**config.mk**
```make
export PLATFORM = sky130hd
export DESIGN_NAME = stopwatch_counter
export DESIGN_NICKNAME = d
export VERILOG_FILES = /design/src/rtl/stopwatch_counter.sv
export SDC_FILE = /design/constraint.sdc
export NUM_CORES = 1
export LEC_CHECK = 0
export BUFFER_PORTS_ARGS = -buffer_cell sky130_fd_sc_hd__buf_2
export CAP_MARGIN = 40
export CORE_ASPECT_RATIO = 1.75
export CORE_MARGIN = 1.5
export CORE_UTILIZATION = 30
export DETAILED_ROUTE_END_ITERATION = 8
export SKIP_CTS_REPAIR_TIMING = 1
export SLEW_MARGIN = 20
export SYNTH_ARGS = -nofsm -noshare
export SYNTH_HDL_FRONTEND = slang
export SYNTH_SLANG_ARGS = --single-unit
```
**constraint.sdc**
```tcl
create_clock -name clk -period 2 [get_ports clk]
set_input_delay 0.5 -clock clk [delete_from_list [all_inputs] [get_ports clk]]
set_output_delay 0.5 -clock clk [all_outputs]
set_load 0.005 [all_outputs]
```
**src/rtl/stopwatch_counter.sv**
```systemverilog
// stopwatch_counter: debounced start/stop and clear buttons drive a
// run/pause FSM that counts prescaled ticks from 0 up to MAX_COUNT.
module stopwatch_counter #(
    parameter int unsigned TICK_DIV        = 1_000_000,
    parameter int unsigned DEBOUNCE_CYCLES = 1_000_000,
    parameter int unsigned MAX_COUNT       = 9999,
    parameter bit          WRAP            = 1'b0
) (
    input  logic        clk,
    input  logic        rst_n,
    input  logic        btn_start_stop,
    input  logic        btn_clear,
    output logic [15:0] displayed_number,
    output logic        running,
    output logic        overflow
);

    localparam int PW = (TICK_DIV > 1) ? $clog2(TICK_DIV) : 1;
    localparam int DW = (DEBOUNCE_CYCLES > 1) ? $clog2(DEBOUNCE_CYCLES) : 1;

    localparam logic [PW-1:0] TICK_LAST = PW'(TICK_DIV - 1);
    localparam logic [DW-1:0] DB_LAST   = DW'(DEBOUNCE_CYCLES - 1);
    localparam logic [13:0]   CNT_MAX   = 14'(MAX_COUNT);

    typedef enum logic [1:0] {
        IDLE  = 2'd0,
        RUN   = 2'd1,
        PAUSE = 2'd2
    } state_t;

    // bit 0 = start/stop, bit 1 = clear
    logic [1:0] btn_raw;
    logic [1:0] sync1_q;
    logic [1:0] sync2_q;
    logic [1:0] stable_q;
    logic [1:0] stable_d;
    logic [1:0] prev_q;
    logic [1:0] armed_q;
    logic [1:0] live_q;
    logic [1:0] press;
    logic [DW-1:0] db_cnt_q [2];
    logic [DW-1:0] db_cnt_d [2];

    assign btn_raw = {btn_clear, btn_start_stop};

    always_comb begin
        for (int i = 0; i < 2; i++) begin
            stable_d[i] = stable_q[i];
            db_cnt_d[i] = '0;
            if (sync2_q[i] != stable_q[i]) begin
                if (db_cnt_q[i] == DB_LAST) begin
                    stable_d[i] = sync2_q[i];
                end else begin
                    db_cnt_d[i] = db_cnt_q[i] + DW'(1);
                end
            end
        end
    end

    // A button must be seen released after reset before it may fire,
    // so a button held through reset stays silent until re-pressed.
    assign press = stable_q & ~prev_q & armed_q;

    always_ff @(posedge clk or negedge rst_n) begin
        if (!rst_n) begin
            sync1_q  <= '0;
            sync2_q  <= '0;
            stable_q <= '0;
            prev_q   <= '0;
            armed_q  <= '0;
            live_q   <= '0;
            for (int i = 0; i < 2; i++) begin
                db_cnt_q[i] <= '0;
            end
        end else begin
            sync1_q  <= btn_raw;
            sync2_q  <= sync1_q;
            stable_q <= stable_d;
            prev_q   <= stable_q;
            live_q   <= {live_q[0], 1'b1};
            armed_q  <= armed_q | ({2{live_q[1]}} & ~sync2_q);
            for (int i = 0; i < 2; i++) begin
                db_cnt_q[i] <= db_cnt_d[i];
            end
        end
    end

    state_t        state_q;
    state_t        state_d;
    logic [PW-1:0] presc_q;
    logic [PW-1:0] presc_d;
    logic [13:0]   count_q;
    logic [13:0]   count_d;
    logic          ovf_q;
    logic          ovf_d;
    logic          run_q;
    logic          ss_ev;
    logic          clr_ev;
    logic          tick;

    assign ss_ev  = press[0];
    assign clr_ev = press[1];
    assign tick   = (state_q == RUN) && (presc_q == TICK_LAST);

    always_comb begin
        state_d = state_q;
        presc_d = presc_q;
        count_d = count_q;
        ovf_d   = ovf_q;
        if (clr_ev) begin
            state_d = IDLE;
            presc_d = '0;
            count_d = '0;
            ovf_d   = 1'b0;
        end else begin
            unique case (state_q)
                IDLE: begin
                    presc_d = '0;
                    if (ss_ev) state_d = RUN;
                end
                RUN: begin
                    if (tick) begin
                        presc_d = '0;
                        if (count_q < CNT_MAX) begin
                            count_d = count_q + 14'd1;
                        end else begin
                            ovf_d = 1'b1;
                            if (WRAP) count_d = '0;
                            else      state_d = PAUSE;
                        end
                    end else begin
                        presc_d = presc_q + PW'(1);
                    end
                    // tick increment stands; a pause press still wins the state
                    if (ss_ev) state_d = PAUSE;
                end
                PAUSE: begin
                    if (ss_ev) state_d = RUN;
                end
                default: state_d = IDLE;
            endcase
        end
    end

    always_ff @(posedge clk or negedge rst_n) begin
        if (!rst_n) begin
            state_q <= IDLE;
            presc_q <= '0;
            count_q <= '0;
            ovf_q   <= 1'b0;
            run_q   <= 1'b0;
        end else begin
            state_q <= state_d;
            presc_q <= presc_d;
            count_q <= count_d;
            ovf_q   <= ovf_d;
            run_q   <= (state_d == RUN);
        end
    end

    assign displayed_number = {2'b00, count_q};
    assign running          = run_q;
    assign overflow         = ovf_q;

endmodule

```
==> metrics.md, run 1 <==
| Metric | Value |
|---|---|
| Run status | complete, but fails checks |
| Violated checks | setup timing |
| # clock sinks | 90 |
| Die width | 95.07 µm |
| Max H-tree Level | 3 |
| Clock Skew | 0.005718 ns |
| Max clock buf depth | 2 |
| Finished Core Util | 37.91% |
| Iter 0 DRT Violations | 175 |
| Post-synth EDFFs | 0 |
| DRC viols | 0 |
| Worst Path Max Fanout | 4 |
| Share of cells above drive strength 1 | 20.30% |
| Final Slew Violations | 0 |
| Startpoint Class | flop |
| Wire per inst | 13.52 µm |
| Max-cap violation count | 0 |
| Mapped Cells | 465 |
| Unrepaired setup endpoints after global routing | yes |
| Slew headroom | 59.78% |
| Setup crit end kind | flop |
| Final hold violations | 0 |
| Ranking of synthesized cells by area | dfrtp_1 (51%), nor2_1 (5.7%), xor2_1 (4.7%) |
| Number of CTS-inserted buffers | 9 |
| Final period util | 104.2% |
| Initial antenna violation count | 0 |
| Vias | 3542 |
| Final setup margin | -0.08304 ns |
| Distinct cells, synth | 56 |
| Number of I/O port buffers | 19 |
| CP Data Arrival Time | 2.36 ns |
| VDD IR max | 0.4584 mV |
| Antenna Cells | 0 |
| Starting density of the core | 30.82% |
| Post-route ant nets | 0 |
| Synth Cell Area | 0.004451 mm² |
| Total power draw | 0.003820 W |
| HPWL Detailed | 7219 µm |
| Hold WS | 0.1014 ns |
| Avg Vias per Cell | 4.940 |
| Syn avg cell area | 9.571 µm² |
| WL final | 9691 µm |
| Ys async rst share | 100.0% |
| Die area | 0.01560 mm² |
| Hold Path Class | input pin to asynchronous set/reset pin |
| Synth Flop Type | dfrtp_1 |
| Seq/Total Area, Yosys | 50.60% |
| Synth top area share | 50.60% |
| CTS root buffer | clkbuf_16 |
| Worst-Margin Slew | 0.6030 ns |
| Total GRT Usage | 13.56% |
| GPL Wtd Cong | 0.9026 |
| Leakage Power | 2.505 nW |
| Achievable Freq | 480.1 MHz |
| Synth Register Bits | 90 |
| Fillers | 1426 |
| Die Ht | 164.1 µm |
| Row count | 58 |
| CTS tree | built |
| Overflow after GRT | 0 |
| First-pass GRT wire length | 16840 µm |
| Final #Nets | 540 |
| Largest net degree at the start of global routing | 37 |
| Clock latency on the worst-skew pair | 0.35 ns |
| Clock-pin slew on the worst setup and hold paths | 0.07 ns |
| CP Class | flop to flop |
| Setup violations, final | 2 |
| Pre-Repair DR Iteration Count | 4 |
| Fin crit period | 2.083 ns |
| Top-count cell post-synth | dfrtp_1 |
| Post-synth top cells | dfrtp_1 (90), nor2_1 (68), nand2_1 (53) |
| IO Count | 22 |
| Cell Pwr Density | 697.6 mW/mm² |
| Area leader, netlist | dfrtp_1 |
| CORE AREA | 0.01444 mm² |
| Vias in the first global route | 3670 |
| Synth warn | 0 |
| Area growth, synth to finish | 23.03% |
| Worst EP required | 2.27 ns |
metal layers:
| metal | vias to the layer above | share of wire (%) | global-route usage, % |
|---|---|---|---|
| li1 | 1764 | - | - |
| met1 | 1720 | 40 | 14.83 |
| met2 | 40 | 55 | 24.69 |
| met3 | 18 | 2.2 | 2.963 |
| met4 | 0 | 2.7 | 5.360 |
| met5 | - | 0 | 0 |
kinds of logic after synthesis:
logic type      share of synthesized area (%)
xor+xnor                                8.068
simple gates                            27.02
compound gates                          8.997
flops                                   50.60
mux                                     1.406
other cells                            0.1687
buf+inv                                 2.615
fa+ha+maj                               1.125
layout make-up:
class / count / area, µm² / area share, %
flip-flops and latches: 90 / 2252 / 41.13
multi-input cells: 350 / 2120 / 38.71
repair buffers: 71 / 508.0 / 9.278
clock buffers: 10 / 239.0 / 4.365
well taps: 180 / 225.2 / 4.113
clock inverters: 6 / 93.84 / 1.714
inverters: 10 / 37.54 / 0.6856
layout by cell type, fill, tap and decap left out, types with 7 or more instances in the layout:
cell type and n:
nand3_1 31, and3_1 10, inv_1 10, xnor2_1 17
xor2_1 24, nor4_1 8, a31oi_1 10, clkbuf_16 9
buf_2 18, o21ai_0 8, nand4_1 11, a21oi_1 18
nor3_1 7, nor2_1 68, buf_4 50, dfrtp_1 90
nand2_1 53
worst max-delay path, cell delays in order, from the launching register on:
cell	delay, ns
dfrtp_1	0.38
or4_4	0.55
o211ai_4	0.23
nand4_1	0.22
buf_4	0.21
or3_1	0.30
a21oi_1	0.12
sequential cells by signal, summed over array words and instances (netlist names):
signal and flops:
armed_q 2, running 1, stable_q 2, count_q 14
sync2_q 2, overflow 1, live_q 2, db_cnt_q 40
state_q 2, presc_q 20, prev_q 2, sync1_q 2
through the flow:
| stage | cell area (µm²) | worst slack, ns | instances | setup TNS (ns) |
|---|---|---|---|---|
| floorplan | 4467 | 0.005941 | 466 | 0 |
| global placement | 5091 | -0.01508 | 698 | -0.02130 |
| detailed placement | 5091 | -0.08558 | 698 | -0.1728 |
| CTS | 5424 | -0.1022 | 714 | -0.2023 |
| global route | 5475 | -0.1843 | 717 | -0.5742 |
| finish | 5475 | -0.08304 | 717 | -0.1321 |
worst paths after layout:
path                            start           to  slack, ns  cells after the start
setup / recovery           count_q[5]  count_q[12]      -0.08                      6
setup reg to reg           count_q[5]  count_q[12]      -0.08                      6
hold reg to reg             live_q[0]    live_q[1]       0.35                      0
max in group asynchronous       rst_n   count_q[2]       1.30                      2
min in group clk            btn_clear   sync1_q[1]       0.26                      1
hold / removal                  rst_n  db_cnt_q[0]       0.10                      1
power breakdown:
group | total (W) | internal, W | switching [W]
logic | 0.0000814 | 0.0000220 | 0.0000594
registers | 0.00185 | 0.00184 | 0.0000142
clock network | 0.00189 | 0.00114 | 0.000746
No activity file was read; power rests on OpenSTA's default activity.
==> inputs of run 2 (changes only) <==
--- a/config.mk
+++ b/config.mk
@@ -11,6 +11,7 @@
 export CORE_MARGIN = 1.5
 export CORE_UTILIZATION = 30
 export DETAILED_ROUTE_END_ITERATION = 8
+export PLACE_DENSITY = 0.48
 export SKIP_CTS_REPAIR_TIMING = 1
 export SLEW_MARGIN = 20
 export SYNTH_ARGS = -nofsm -noshare
==> metrics.md, run 2 (synthesis results as in run 1) <==
| Metric | Value |
|---|---|
| Number of CTS-inserted buffers | 9 |
| CP Data Arrival Time | 2.27 ns |
| GPL Wtd Cong | 0.7879 |
| Terminus of the critical flop-to-flop path | count_q[6] |
| Startpoint Class | flop |
| Starting density of the core | 30.82% |
| Commonest non-fill, non-tap cells in the layout | dfrtp_1 (90), nor2_1 (68), nand2_1 (53) |
| Violated checks | setup timing |
| Fin crit period | 2.014 ns |
| HPWL Detailed | 7404 µm |
| Worst-Margin Slew | 0.5718 ns |
| Setup crit end kind | flop |
| Total power draw | 0.003676 W |
| Avg Vias per Cell | 4.992 |
| Hold Path Class | input pin to asynchronous set/reset pin |
| Iter 0 DRT Violations | 84 |
| Post-Route Setup TNS | -0.01363 ns |
| CP Class | flop to flop |
| Number of I/O port buffers | 19 |
| Setup violations, final | 1 |
| Final Slew Violations | 0 |
| Top flop regs | db_cnt_q: 40 flops, presc_q: 20 flops, count_q: 14 flops |
| Vias in the first global route | 3621 |
| Run status | complete, but fails checks |
| Antenna Cells | 0 |
| Fillers | 1469 |
| Final #Nets | 542 |
| Final period util | 100.7% |
| # clock sinks | 90 |
| Reg2Reg Setup Slack | -0.01 ns |
| Cell Pwr Density | 664.0 mW/mm² |
| Wire per inst | 13.93 µm |
| Overflow after GRT | 0 |
| Die area | 0.01560 mm² |
| Worst EP required | 2.25 ns |
| Pre-Repair DR Iteration Count | 4 |
| WL final | 10020 µm |
| Final hold violations | 0 |
| Worst Path Max Fanout | 6 |
| Worst r2r path cells | 6 |
| Max reg flops | 40 |
| IO Count | 22 |
| Post-route ant nets | 0 |
| CORE AREA | 0.01444 mm² |
| Reg2reg start | count_q[6] |
| VDD IR max | 0.3263 mV |
| DRC viols | 0 |
| Vias | 3589 |
| Unrepaired setup endpoints after global routing | yes |
| Max-cap violation count | 0 |
| Clock-pin slew on the worst setup and hold paths | 0.07 ns |
| Leakage Power | 2.530 nW |
| CTS tree | built |
| Max H-tree Level | 3 |
| Area growth, synth to finish | 24.40% |
| First-pass GRT wire length | 17220 µm |
| Commonest non-fill, non-tap cell in the layout | dfrtp_1 |
| Clock Skew | 0.01118 ns |
| Die width | 95.07 µm |
| Total GRT Usage | 14.08% |
| Max clock buf depth | 2 |
| Largest register by flop count | db_cnt_q |
| Largest net degree at the start of global routing | 34 |
| Row count | 58 |
| Slew headroom | 61.53% |
| Die Ht | 164.1 µm |
| Hold WS | 0.1137 ns |
| Achievable Freq | 496.6 MHz |
| Final setup margin | -0.01363 ns |
| Initial antenna violation count | 0 |
| Share of cells above drive strength 1 | 21.52% |
| CTS root buffer | clkbuf_16 |
| Clock latency on the worst-skew pair | 0.34 ns |
run 2: worst max-delay path by stage:
stage / startpoint / to / slack, ns / depth (start not counted)
after floorplan: state_q[1] / count_q[7] / 0.006 / 5
after global placement: presc_q[7] / count_q[6] / -0.05 / 6
after detailed placement: presc_q[11] / count_q[6] / -0.12 / 6
after CTS: presc_q[11] / count_q[6] / -0.16 / 6
after global routing: count_q[6] / count_q[8] / -0.09 / 6
final: count_q[6] / count_q[6] / -0.01 / 6
run 2: power by group:
group          switching [W]  internal, W  total (W)  leakage, nW
sequential         0.0000144      0.00184    0.00185         1.23
clock               0.000723      0.00102    0.00174        0.147
combinational      0.0000617    0.0000260  0.0000877         1.16
total               0.000800      0.00288    0.00368         2.53
run 2: metal layers:
layer	vias to the layer above	part of all wire (%)	global-route usage [%]
li1	1766	-	-
met1	1762	41	15.83
met2	49	55	25.63
met3	12	2.2	2.546
met4	0	1.6	5.360
met5	-	0	0
run 2: final cells by class:
cell class	instances	area (µm²)	share of cell area, %
tap	180	225.2	4.068
multi-input combinational	350	2157	38.96
timing repair buffer	73	551.8	9.966
clock inverter	6	73.82	1.333
inverter	10	37.54	0.6780
clock buffer	10	239.0	4.316
sequential	90	2252	40.68
run 2: through the flow:
step                util (%)  instances  area [µm²]  worst slack (ns)
global route           38.34        719        5537          -0.08795
floorplan                  -        466        4467          0.005941
CTS                    37.65        715        5436           -0.1570
global placement       35.48        699        5124          -0.04621
detailed placement     35.48        699        5124           -0.1177
finish                 38.34        719        5537          -0.01363
run 2: worst max-delay path: stages, from the launching register on:
cell and delay (ns):
dfrtp_1 0.37, or4_1 0.53, o211ai_2 0.21, nand4_1 0.10, buf_4 0.17, or4_1 0.46, o21ai_0 0.08
==> inputs of run 3 (changes only) <==
--- a/config.mk
+++ b/config.mk
@@ -7,11 +7,10 @@
 export LEC_CHECK = 0
 export BUFFER_PORTS_ARGS = -buffer_cell sky130_fd_sc_hd__buf_2
 export CAP_MARGIN = 40
-export CORE_ASPECT_RATIO = 1.75
 export CORE_MARGIN = 1.5
 export CORE_UTILIZATION = 30
 export DETAILED_ROUTE_END_ITERATION = 8
-export PLACE_DENSITY = 0.48
+export PLACE_DENSITY = 0.47
 export SKIP_CTS_REPAIR_TIMING = 1
 export SLEW_MARGIN = 20
 export SYNTH_ARGS = -nofsm -noshare
==> constraint.sdc (replaced) <==
create_clock -name clk -period 1.9 [get_ports clk]
set_input_delay 0.475 -clock clk [delete_from_list [all_inputs] [get_ports clk]]
set_output_delay 0.475 -clock clk [all_outputs]
set_load 0.005 [all_outputs]
==> metrics.md, run 3 (synthesis results as in run 1) <==
| Metric | Value |
|---|---|
| Fillers | 1489 |
| Number of CTS-inserted buffers | 9 |
| Leakage Power | 2.606 nW |
| Max H-tree Level | 3 |
| Wire per inst | 13.59 µm |
| Top flop regs | db_cnt_q: 40 flops, presc_q: 20 flops, count_q: 14 flops |
| Area growth, synth to finish | 27.24% |
| Clock-pin slew on the worst setup and hold paths | 0.07 ns |
| Clock latency on the worst-skew pair | 0.35 ns |
| Die width | 124.8 µm |
| First-pass GRT wire length | 17130 µm |
| VDD IR max | 0.6620 mV |
| Finished Core Util | 38.96% |
| Reg2reg start | count_q[4] |
| Fin crit period | 2.112 ns |
| HPWL Detailed | 6882 µm |
| Final hold violations | 0 |
| CP max-delay cell | or4_4 |
| Hold Path Class | input pin to asynchronous set/reset pin |
| DRC viols | 0 |
| Final period util | 111.2% |
| Cell Chain, Critical Path | or4_4, o211ai_4, nand4_1, buf_4, or4_1, nand2_1 |
| Initial antenna violation count | 0 |
| IO Count | 22 |
| Starting density of the core | 30.62% |
| Startpoint Class | flop |
| # clock sinks | 90 |
| CP Class | flop to flop |
| Vias in the first global route | 3484 |
| Sw power | 0.0008467 W |
| Final setup margin | -0.2124 ns |
| Row count | 44 |
| GPL Wtd Cong | 0.8494 |
| CORE AREA | 0.01453 mm² |
| WL final | 10000 µm |
| Vias | 3557 |
| Commonest non-fill, non-tap cell in the layout | dfrtp_1 |
| Commonest non-fill, non-tap cells in the layout | dfrtp_1 (90), nor2_1 (65), buf_4 (62) |
| Reg2Reg Setup Slack | -0.21 ns |
| Worst Path Max Fanout | 5 |
| Max reg flops | 40 |
| WP buf/inv | 1 |
| Worst r2r path cells | 6 |
| Die area | 0.01558 mm² |
| Worst EP required | 2.19 ns |
| Largest register by flop count | db_cnt_q |
| Violated checks | setup timing |
| Number of I/O port buffers | 19 |
| Peak per-stage delay on the critical path | 0.55 ns |
| Share of cells above drive strength 1 | 24.82% |
| Clock network power share | 44.6% |
| Comb pwr share | 2.7% |
| Sequential Power Share | 52.7% |
| Total GRT Usage | 13.50% |
| Final Slew Violations | 0 |
| Setup crit end kind | flop |
| Clock Skew | 0.006558 ns |
| Achievable Freq | 473.4 MHz |
| Max clock buf depth | 2 |
| Max-cap violation count | 0 |
| CTS root buffer | clkbuf_16 |
| Run status | complete, but fails checks |
| Top delay family on crit path | simple AND/OR/NAND/NOR gates |
| Die Ht | 124.8 µm |
| Antenna Cells | 0 |
| Cell Pwr Density | 652.1 mW/mm² |
| Sw frac | 22.93% |
| Setup violations, final | 14 |
| CTS tree | built |
| Largest net degree at the start of global routing | 33 |
| Post-route ant nets | 0 |
| Unrepaired setup endpoints after global routing | yes |
| Terminus of the critical flop-to-flop path | count_q[8] |
| Overflow after GRT | 0 |
| Internal power | 0.002846 W |
| CP Data Arrival Time | 2.40 ns |
| Final #Nets | 556 |
| Iter 0 DRT Violations | 206 |
| Avg Vias per Cell | 4.833 |
| Post-Route Setup TNS | -1.673 ns |
| Pre-Repair DR Iteration Count | 4 |
[run 3: worst max path at each step]
stage / start / to / slack, ns / cells after the start
6_report: count_q[4] / count_q[8] / -0.21 / 6
5_1_grt: count_q[4] / count_q[6] / -0.28 / 5
4_1_cts: presc_q[7] / count_q[6] / -0.26 / 6
3_5_place_dp: presc_q[7] / count_q[6] / -0.21 / 6
3_3_place_gp: presc_q[7] / count_q[6] / -0.20 / 6
2_1_floorplan: state_q[1] / count_q[7] / -0.09 / 5
[run 3: final cells by class]
cell class | count | area (µm²) | area share (%)
sequential | 90 | 2252 | 39.77
multi-input combinational | 350 | 2206 | 38.95
timing repair buffer | 87 | 669.4 | 11.82
tap | 184 | 230.2 | 4.065
clock buffer | 9 | 225.2 | 3.977
clock inverter | 6 | 42.54 | 0.7512
inverter | 10 | 37.54 | 0.6628
[run 3: layer usage]
layer	vias to the layer above	GRT usage, %	share of wire [%]
li1	1787	-	-
met1	1709	17.56	48
met2	47	21.59	46
met3	14	4.510	3.9
met4	0	3.448	1.4
met5	-	0	0
[run 3: stage by stage]
step | std cells | setup WS, ns | total power, W | cell area (µm²) | hold WS [ns]
floorplan | 466 | -0.09406 | 0.002016 | 4468 | 0.1794
global placement | 713 | -0.2026 | 0.002087 | 5216 | 0.3327
detailed placement | 713 | -0.2128 | 0.002088 | 5216 | 0.3347
CTS | 728 | -0.2560 | 0.003780 | 5484 | 0.08937
global route | 736 | -0.2768 | 0.003875 | 5663 | 0.09939
finish | 736 | -0.2124 | 0.003693 | 5663 | 0.08056
[run 3: worst register-to-register path, delay by kind of cell (launching register included)]
kind / cells / cell delay, ns
buffers and inverters: 1 / 0.20
and+or+nand+nor: 4 / 1.24
AOI/OAI and AO/OA: 1 / 0.23
DFF: 1 / 0.38
[run 3: power groups by stage]
| stage | Sequential [W] | Clock [W] | Combinational (W) |
|---|---|---|---|
| after floorplan | 0.00198 | 0 | 0.0000351 |
| after global placement | 0.00198 | 0 | 0.000105 |
| after detailed placement | 0.00198 | 0 | 0.000106 |
| after CTS | 0.00195 | 0.00173 | 0.000107 |
| after global routing | 0.00195 | 0.00181 | 0.000117 |
| final | 0.00195 | 0.00165 | 0.000101 |
